<file path="src/rtl/quad_dir_decoder.sv">
// quad_dir_decoder
//   Quadrature encoder front end. Synchronizes Phase_A/Phase_B, debounces the
//   pair with a consecutive-sample filter, and tracks the last adopted Gray
//   value in a one-hot FSM. It produces a direction level (Dir), a one-cycle
//   Step pulse per legal transition, a wrapping Position count, a Locked flag
//   and a sticky Error flag for illegal double-bit jumps.
//   All outputs come straight from flops.

module quad_dir_decoder #(
  parameter int SYNC_STAGES = 2,   // 2..4 flops per phase input
  parameter int FILTER_LEN  = 3,   // 1..15 equal samples to accept a value
  parameter int POS_W       = 8    // 2..16 bit position counter
) (
  input  logic             Clock,
  input  logic             Reset,
  input  logic             Phase_A,
  input  logic             Phase_B,
  input  logic             Clear_Err,
  output logic             Dir,
  output logic             Step,
  output logic [POS_W-1:0] Position,
  output logic             Locked,
  output logic             Error
);

  // ---------------------------------------------------------------------------
  // Constants
  // ---------------------------------------------------------------------------
  localparam logic [3:0] FLEN = 4'(FILTER_LEN);

  // One-hot state encoding; each S state names the last adopted {A,B}.
  localparam logic [4:0] ST_INIT = 5'b00001;
  localparam logic [4:0] ST_S00  = 5'b00010;
  localparam logic [4:0] ST_S01  = 5'b00100;
  localparam logic [4:0] ST_S11  = 5'b01000;
  localparam logic [4:0] ST_S10  = 5'b10000;

  localparam logic [POS_W-1:0] POS_ONE = {{(POS_W-1){1'b0}}, 1'b1};

  // Phase value -> one-hot state holding that value.
  function automatic logic [4:0] state_of(input logic [1:0] v);
    logic [4:0] s;
    case (v)
      2'b00:   s = ST_S00;
      2'b01:   s = ST_S01;
      2'b11:   s = ST_S11;
      default: s = ST_S10;
    endcase
    return s;
  endfunction

  // Position of a phase value along the forward Gray cycle 00,01,11,10.
  // The modulo-4 difference of two indices classifies a transition:
  // 1 = forward, 3 = reverse, 2 = illegal double-bit jump, 0 = no change.
  function automatic logic [1:0] gray_idx(input logic [1:0] v);
    logic [1:0] i;
    case (v)
      2'b00:   i = 2'd0;
      2'b01:   i = 2'd1;
      2'b11:   i = 2'd2;
      default: i = 2'd3;
    endcase
    return i;
  endfunction

  // ---------------------------------------------------------------------------
  // Synchronizer chain
  //   valid_reg travels alongside the data so that the filter ignores the
  //   reset contents of the chain and only counts genuinely sampled pin values.
  // ---------------------------------------------------------------------------
  logic [1:0]             sync_reg [SYNC_STAGES];
  logic [SYNC_STAGES-1:0] valid_reg;

  logic [1:0] smp;
  logic       smp_valid;

  assign smp       = sync_reg[SYNC_STAGES-1];
  assign smp_valid = valid_reg[SYNC_STAGES-1];

  // Shift the raw phase pair through SYNC_STAGES flops.
  always_ff @(posedge Clock or negedge Reset) begin
    if (!Reset) begin
      for (int i = 0; i < SYNC_STAGES; i++) begin
        sync_reg[i] <= 2'b00;
      end
      valid_reg <= '0;
    end else begin
      sync_reg[0]  <= {Phase_A, Phase_B};
      valid_reg[0] <= 1'b1;
      for (int i = 1; i < SYNC_STAGES; i++) begin
        sync_reg[i]  <= sync_reg[i-1];
        valid_reg[i] <= valid_reg[i-1];
      end
    end
  end

  // ---------------------------------------------------------------------------
  // Consecutive-sample filter
  //   cand_reg is the value currently being timed, cnt_reg the number of
  //   consecutive samples of it seen so far (saturating at FILTER_LEN).
  //   adopt fires once, on the edge that delivers the FILTER_LEN-th sample.
  // ---------------------------------------------------------------------------
  logic [1:0] cand_reg;
  logic [3:0] cnt_reg;
  logic       adopt;

  // Decide whether the sample arriving on this edge completes a filter run.
  always_comb begin
    adopt = 1'b0;
    if (smp_valid) begin
      if (smp != cand_reg) begin
        adopt = (FLEN == 4'd1);
      end else begin
        adopt = (cnt_reg == FLEN - 4'd1);
      end
    end
  end

  // Track the candidate value and how long it has been stable.
  always_ff @(posedge Clock or negedge Reset) begin
    if (!Reset) begin
      cand_reg <= 2'b00;
      cnt_reg  <= 4'd0;
    end else if (smp_valid) begin
      if (smp != cand_reg) begin
        cand_reg <= smp;
        cnt_reg  <= 4'd1;
      end else if (cnt_reg != FLEN) begin
        cnt_reg  <= cnt_reg + 4'd1;
      end
    end
  end

  // ---------------------------------------------------------------------------
  // Decoder FSM and registered outputs
  // ---------------------------------------------------------------------------
  logic [4:0]       state_reg,  state_next;
  logic             dir_reg,    dir_next;
  logic             step_reg,   step_next;
  logic [POS_W-1:0] pos_reg,    pos_next;
  logic             locked_reg, locked_next;
  logic             error_reg,  error_next;

  logic [1:0] cur_val;
  logic       in_init;
  logic [1:0] move;

  // Decode the current state into its phase value; corrupt codes act as INIT.
  always_comb begin
    cur_val = 2'b00;
    in_init = 1'b0;
    case (state_reg)
      ST_S00:  cur_val = 2'b00;
      ST_S01:  cur_val = 2'b01;
      ST_S11:  cur_val = 2'b11;
      ST_S10:  cur_val = 2'b10;
      default: in_init = 1'b1;
    endcase
  end

  assign move = gray_idx(smp) - gray_idx(cur_val);

  // State and output registers.
  always_ff @(posedge Clock or negedge Reset) begin
    if (!Reset) begin
      state_reg  <= ST_INIT;
      dir_reg    <= 1'b1;
      step_reg   <= 1'b0;
      pos_reg    <= '0;
      locked_reg <= 1'b0;
      error_reg  <= 1'b0;
    end else begin
      state_reg  <= state_next;
      dir_reg    <= dir_next;
      step_reg   <= step_next;
      pos_reg    <= pos_next;
      locked_reg <= locked_next;
      error_reg  <= error_next;
    end
  end

  // Next state: every adopted value becomes the new state, including after an
  // illegal jump, so the decoder resynchronizes to the encoder immediately.
  always_comb begin
    state_next = state_reg;
    if (adopt) begin
      state_next = state_of(smp);
    end
  end

  // Output updates driven by the classified transition. Error clear is applied
  // first so that a simultaneous illegal transition overrides it.
  always_comb begin
    dir_next    = dir_reg;
    step_next   = 1'b0;
    pos_next    = pos_reg;
    locked_next = locked_reg;
    error_next  = Clear_Err ? 1'b0 : error_reg;
    if (adopt) begin
      if (in_init) begin
        locked_next = 1'b1;
      end else begin
        case (move)
          2'd1: begin
            step_next = 1'b1;
            dir_next  = 1'b1;
            pos_next  = pos_reg + POS_ONE;
          end
          2'd3: begin
            step_next = 1'b1;
            dir_next  = 1'b0;
            pos_next  = pos_reg - POS_ONE;
          end
          2'd2: begin
            error_next = 1'b1;
          end
          default: begin
          end
        endcase
      end
    end
  end

  assign Dir      = dir_reg;
  assign Step     = step_reg;
  assign Position = pos_reg;
  assign Locked   = locked_reg;
  assign Error    = error_reg;

endmodule

</file>
<file path="config.mk">
export PLATFORM = sky130hd
export DESIGN_NAME = quad_dir_decoder
export DESIGN_NICKNAME = d
export VERILOG_FILES = /design/src/rtl/quad_dir_decoder.sv
export SDC_FILE = /design/constraint.sdc
export NUM_CORES = 1
export LEC_CHECK = 0
export CORE_AREA = 3 3 58 60
export DETAILED_ROUTE_END_ITERATION = 12
export DIE_AREA = 0 0 61 63
export GPL_TIMING_DRIVEN = 0
export PLACE_DENSITY_LB_ADDON = 0.05
export SYNTH_ARGS = -nofsm -noshare
export SYNTH_HDL_FRONTEND = slang
export SYNTH_SLANG_ARGS = --single-unit
export TNS_END_PERCENT = 1
</file>
<file path="constraint.sdc">
create_clock -name Clock -period 6.7 [get_ports Clock]
set_input_delay 1.675 -clock Clock [delete_from_list [all_inputs] [get_ports Clock]]
set_output_delay 1.675 -clock Clock [all_outputs]
set_load 0.1 [all_outputs]
</file>
# Yosys cells after proc, flatten, opt, wreduce, memory -nomap -nowiden
# Index checks and enable logic that the tools add are counted.
# totals
reg_bits	29
output_inout_bits	12
# classes
add_sub_neg	4
eq_ne	14
mux	17
bitwise	1
n_reduce_logical	10
# op_table
cell	count
case mux 2 bit (3 select lines)	3
case mux 8 bit (2 select lines)	1
case mux 5 bit (3 select lines)	1
2-to-1 mux 1 bit	9
adder 8 x 1 -> 8 bit (second input constant)	1
== test 2 bit (second input constant)	4
2-to-1 mux 4 bit	2
subtractor 8 x 1 -> 8 bit (second input constant)	1
== test 2 x 1 -> 1 bit (second input constant)	3
AND reduction 2 bit	3
== test 5 x 2 -> 1 bit (second input constant)	1
== test 5 x 3 -> 1 bit (second input constant)	1
== test 5 x 4 -> 1 bit (second input constant)	1
== test 5 bit (second input constant)	1
adder 4 x 1 -> 4 bit (second input constant)	1
== test 4 x 2 -> 1 bit (second input constant)	1
logical NOT 2 bit	2
!= test 4 x 2 -> 1 bit (second input constant)	1
nonzero test 2 bit	2
OR reduction 4 bit	1
AND reduction 3 bit	1
!= test 2 bit	1
case mux 1 bit (2 select lines)	1
OR reduction 2 bit	1
2 further kinds	2

# Longest topological paths before layout
# Gate-level depths: netlist of run 1.
# logic_depth
depth_word	10
mapped_depth	15
ltp_nobuf	14

# Least setup slack after synthesis of run 1
# OpenSTA, ideal clock, no wires.
# synth_path
path_type	register to register
startpoint	register sync_reg (netlist bit smp[0])
endpoint	register pos_reg[4] (netlist: Position[4])
setup_time_ns	0.160
t_arrival_ns	2.699
setup_slack_ns	3.841
stages_incl_launch_ff	15
cell_sequence	dfrtp_1 inv_1 ha_1 inv_1 ha_1 or3_1 o2bb2ai_2 and3_4 buf_6 xor2_1 ha_1 nand2_1 nor4b_1 mux2i_1 xnor2_1
# synth_via
elab_chain_len	6
# synth_rtl
item	line_no	source
from (decl)	71	logic [1:0] sync_reg [SYNC_STAGES];
from (signal, indexed assignment)	91	sync_reg[i] <= sync_reg[i-1];
== test 2 bit, or another cell as far along	57	case (v)
case mux 2 bit (3 select lines)	57	
subtractor 2 bit	161	assign move = gray_idx(smp) - gray_idx(cur_val);
== test 2 bit / == test 2 x 1 -> 1 bit (equally long branches)	203	case (move)
nonzero test 2 bit (no line)	n/a	
AND reduction 3 bit (no line)	n/a	
to (signal assigned)	176	pos_reg <= pos_next;
to (decl)	140	logic [POS_W-1:0] pos_reg, pos_next;
# Parallel ways exist; a longest one is shown, timed or not.
# A chain may end at the register's enable or synchronous reset.

# Worst setup path in the final report of run 1
# layout_path
startpoint	register pos_reg[0] (netlist: Position[0])
endpoint	output port Position[0]
# layout_rtl
item	line_no	source
to (decl)	21	output logic [POS_W-1:0] Position,
# No word-level cell between the ends.

==> flow_metrics.py, run 1 <==
metrics = {
    "yosys": {
        "synth_ff_type": "dfrtp_1",
        "synth.yosys.seq_area_share_pct": 46.4,
        "netlist_area_um2": 1570,
        "postSynth.asyncResetShare_pct": 100,
        "synth_top_area_cell": "dfrtp_1",
        "synthTopCellsByArea": "dfrtp_1 (43%), ha_1 (6.4%), xnor2_1 (5.0%)",
        "syn_nets": 156,
        "yosys_warnings": 0,
        "synth_edf_count": 0,
        "netlist.area_leader.share_pct": 43.1,
        "ys_types": 41,
        "postSynthRegisterBits": 29,
        "synth_area_per_cell_um2": 11.0,
        "synth_cells": 143,
    },
    "setup_path": {
        "crit_fanout": 8,
        "max_stage_delay_ps": 1190,
        "cp_num_buf_inv": 1,
        "critPathKind": "register to output pin",
        "cp_data_required_time_ps": 5030,
        "critPathArrivalTime_ps": 2030,
        "startpoint_type": "register",
        "path_delay_family": "buffers and inverters",
        "crit_path_top_delay_cell": "clkdlybuf4s50_1",
        "crit_chain": "clkdlybuf4s50_1",
        "cp-end-kind": "output pin",
    },
    "global_route": {
        "grt_start_max_net_pins": 30,
        "grt_pass1_vias": 1107,
        "grt_use_total_pct": 16.7,
        "antenna_found_initial": 0,
        "overflow": 0,
        "grt_pass1_wl_mm": 4.71,
    },
    "timing": {
        "final.setup.tns_ps": 0,
        "max_freq_ghz": 0.270,
        "min_period_over_period_pct": 55.3,
        "fin_skew_ps": 5.82,
        "hold_viol_final": 0,
        "setup_viol": 0,
        "period_minus_slack_ps": 3710,
        "relSlewSlack_pct": 35.4,
        "slew_viol_final": 0,
        "max_slew.worst_pin.slew_ps": 966,
        "rsz0062_at_grt": "no",
    },
    "clock_tree": {
        "clk_latency_ps": 320,
        "cts_resized": 0,
        "ctsHoldBuffers": 0,
        "path_clk_slew_ps": 90,
        "cts_buffer_depth": 2,
        "cts.htree.levels": 2,
        "ctsRootBufferMaster": "clkbuf_4",
        "post_cts_buffers": 0,
        "tritoncts": "done",
        "cts_buffers": 5,
        "numClockSinks": 29,
    },
    "floorplan": {
        "fp.dieW_um": 61,
        "row_count": 20,
        "die_h_um": 63,
        "floorplan.initialDensity_pct": 52.7,
        "coreArea_um2": 2980,
        "ioPinCount": 17,
        "die-area_um2": 3840,
    },
    "drt": {
        "vias": 1112,
        "drc_errors": 0,
        "wl_per_cell_um": 13.5,
        "ant_nets": 0,
        "dr.pass1.iters": 4,
        "via_per_inst": 5.56,
        "drt-initial-drc-count": 56,
        "wl_mm": 2.70,
    },
    "pwr": {
        "power.density_nw_per_um2": 258,
        "ir_worst_vdd_uv": 190,
        "p_leak_nw": 0.818,
        "power_mw": 0.477,
    },
    "cells_and_area": {
        "nNetsFinal": 179,
        "final_cell_mix": "dfrtp_1 (27), clkdlybuf4s50_1 (15), xnor2_1 (9), inv_1 (9)",
        "syn2layout_area_growth_pct": 17.9,
        "largest_register_ffs": 8,
        "design_area_um2": 1850,
        "final_common_cell": "dfrtp_1",
        "fillers": 256,
        "insertedDiodeCount": 0,
        "drive_gt1_share_pct": 15.6,
    },
    "job": {
        "max_cap_violations": 0,
    },
    "place": {
        "portBuffers": 16,
        "place_area_um2": 1770,
        "gp_congestion": 0.862,
        "dpl.hpwl_mm": 2.02,
    },
    "hold_path": {
        "min_path_type": "register to register",
    },
    "run_status": {
        "status": "finished clean",
    },
}
==> power breakdown <==
part | total (mW) | switching, mW | internal, mW
Clock | 0.147 | 0.0582 | 0.0891
Sequential | 0.200 | 0.0125 | 0.187
Combinational | 0.130 | 0.0795 | 0.0503
Total | 0.477 | 0.150 | 0.327
==> synthesized netlist by cell type (5+ instances only) <==
master / number
nand4_1: 6
nor2_1: 7
inv_1: 9
mux2i_1: 5
dfrtp_1: 27
ha_1: 8
xnor2_1: 9
mux2_2: 6
nand2_1: 8
==> area by class of cell <==
| class | count | area (um^2) | share of cell area (%) |
|---|---|---|---|
| Clock inverter | 1 | 30.0 | 1.62 |
| Inverter | 10 | 37.5 | 2.03 |
| Sequential cell | 29 | 728 | 39.4 |
| Buffer | 4 | 27.5 | 1.49 |
| Timing Repair Buffer | 16 | 155 | 8.38 |
| Tap cell | 33 | 41.3 | 2.23 |
| Clock buffer | 7 | 55.1 | 2.97 |
| Multi-Input combinational cell | 100 | 776 | 41.9 |
==> worst reg2reg max path, stage by stage (launching register included) <==
cell       delay, ps
dfrtp_1          450
inv_1             90
ha_1             280
inv_1             40
ha_1             190
or3_1            390
o2bb2ai_2        200
and3_4           190
buf_6            130
xor2_1           140
ha_1             240
nor2_1           160
nand2_1           70
nor3_1           140
mux2i_1          120
xnor2_1          140
==> metrics by stage <==
step                hold WS [ps]  util (%)  instances  setup slack [ps]
floorplan                    331         -        143              3840
detailed placement           349      59.5        192              3340
global route                 372      62.1        200              2890
CTS                          371      62.3        200              2950
global placement             339      59.5        192              3350
finish                       364      62.1        200              2990
==> layer usage <==
layer | track usage (%) | up-vias | share of wire [%]
met5 | 0 | - | 0
met4 | 7.32 | 0 | 2.0
met3 | 6.20 | 6 | 4.9
met2 | 28.2 | 27 | 51
met1 | 18.1 | 523 | 42
li1 | - | 556 | -
==> path summary, 6_finish.rpt <==
check | startpoint | to | slack, ps | cells past startpoint
max in group asynchronous | Reset | Position[5]$_DFFE_PN0P_ | 4940 | 1
min in group asynchronous | Reset | state_reg[4]$_DFFE_PN0P_ | 1360 | 1
worst max-delay path | Position[0]$_DFFE_PN0P_ | Position[0] | 2990 | 1
worst max register to register | smp[0]$_DFF_PN0_ | Position[4]$_DFFE_PN0P_ | 3620 | 15
worst min register to register | sync_reg[3]$_DFF_PN0_ | smp[1]$_DFF_PN0_ | 360 | 0
worst min-delay path | sync_reg[3]$_DFF_PN0_ | smp[1]$_DFF_PN0_ | 360 | 0
==> cells by family (layout without fill, tap and decap cells) <==
group	count (synthesis)	count (layout)	synth area share (%)
AND/OR/NAND/NOR	49	49	19.4
flip-flops	29	29	46.4
AO/OA/AOI/OAI	17	17	7.97
buffers and inverters	14	38	4.15
XOR/XNOR	13	13	7.26
multiplexers	12	12	8.21
adder cells (fa/ha/maj)	8	8	6.38
other	1	1	0.239
(Power assumes the default switching activity.)
==> inputs of run 2 (changes only) <==
- clock period: 6.7 -> 3.49 ns (I/O delays scaled with it)
==> results of run 2 <==
The final DEF is identical to that of run 1. Status: finished clean.
Among the figures that moved: setup slack after placement 3340 ps -> 428 ps; setup slack after layout 2990 ps -> 411 ps; start point of the critical path Position[0]$_DFFE_PN0P_ -> smp[0]$_DFF_PN0_; end point of the critical path Position[0] -> Position[4]$_DFFE_PN0P_; register-to-register setup slack 3620 ps -> 410 ps; total power 0.477 mW -> 0.916 mW; worst IR drop on VDD 190 uV -> 364 uV
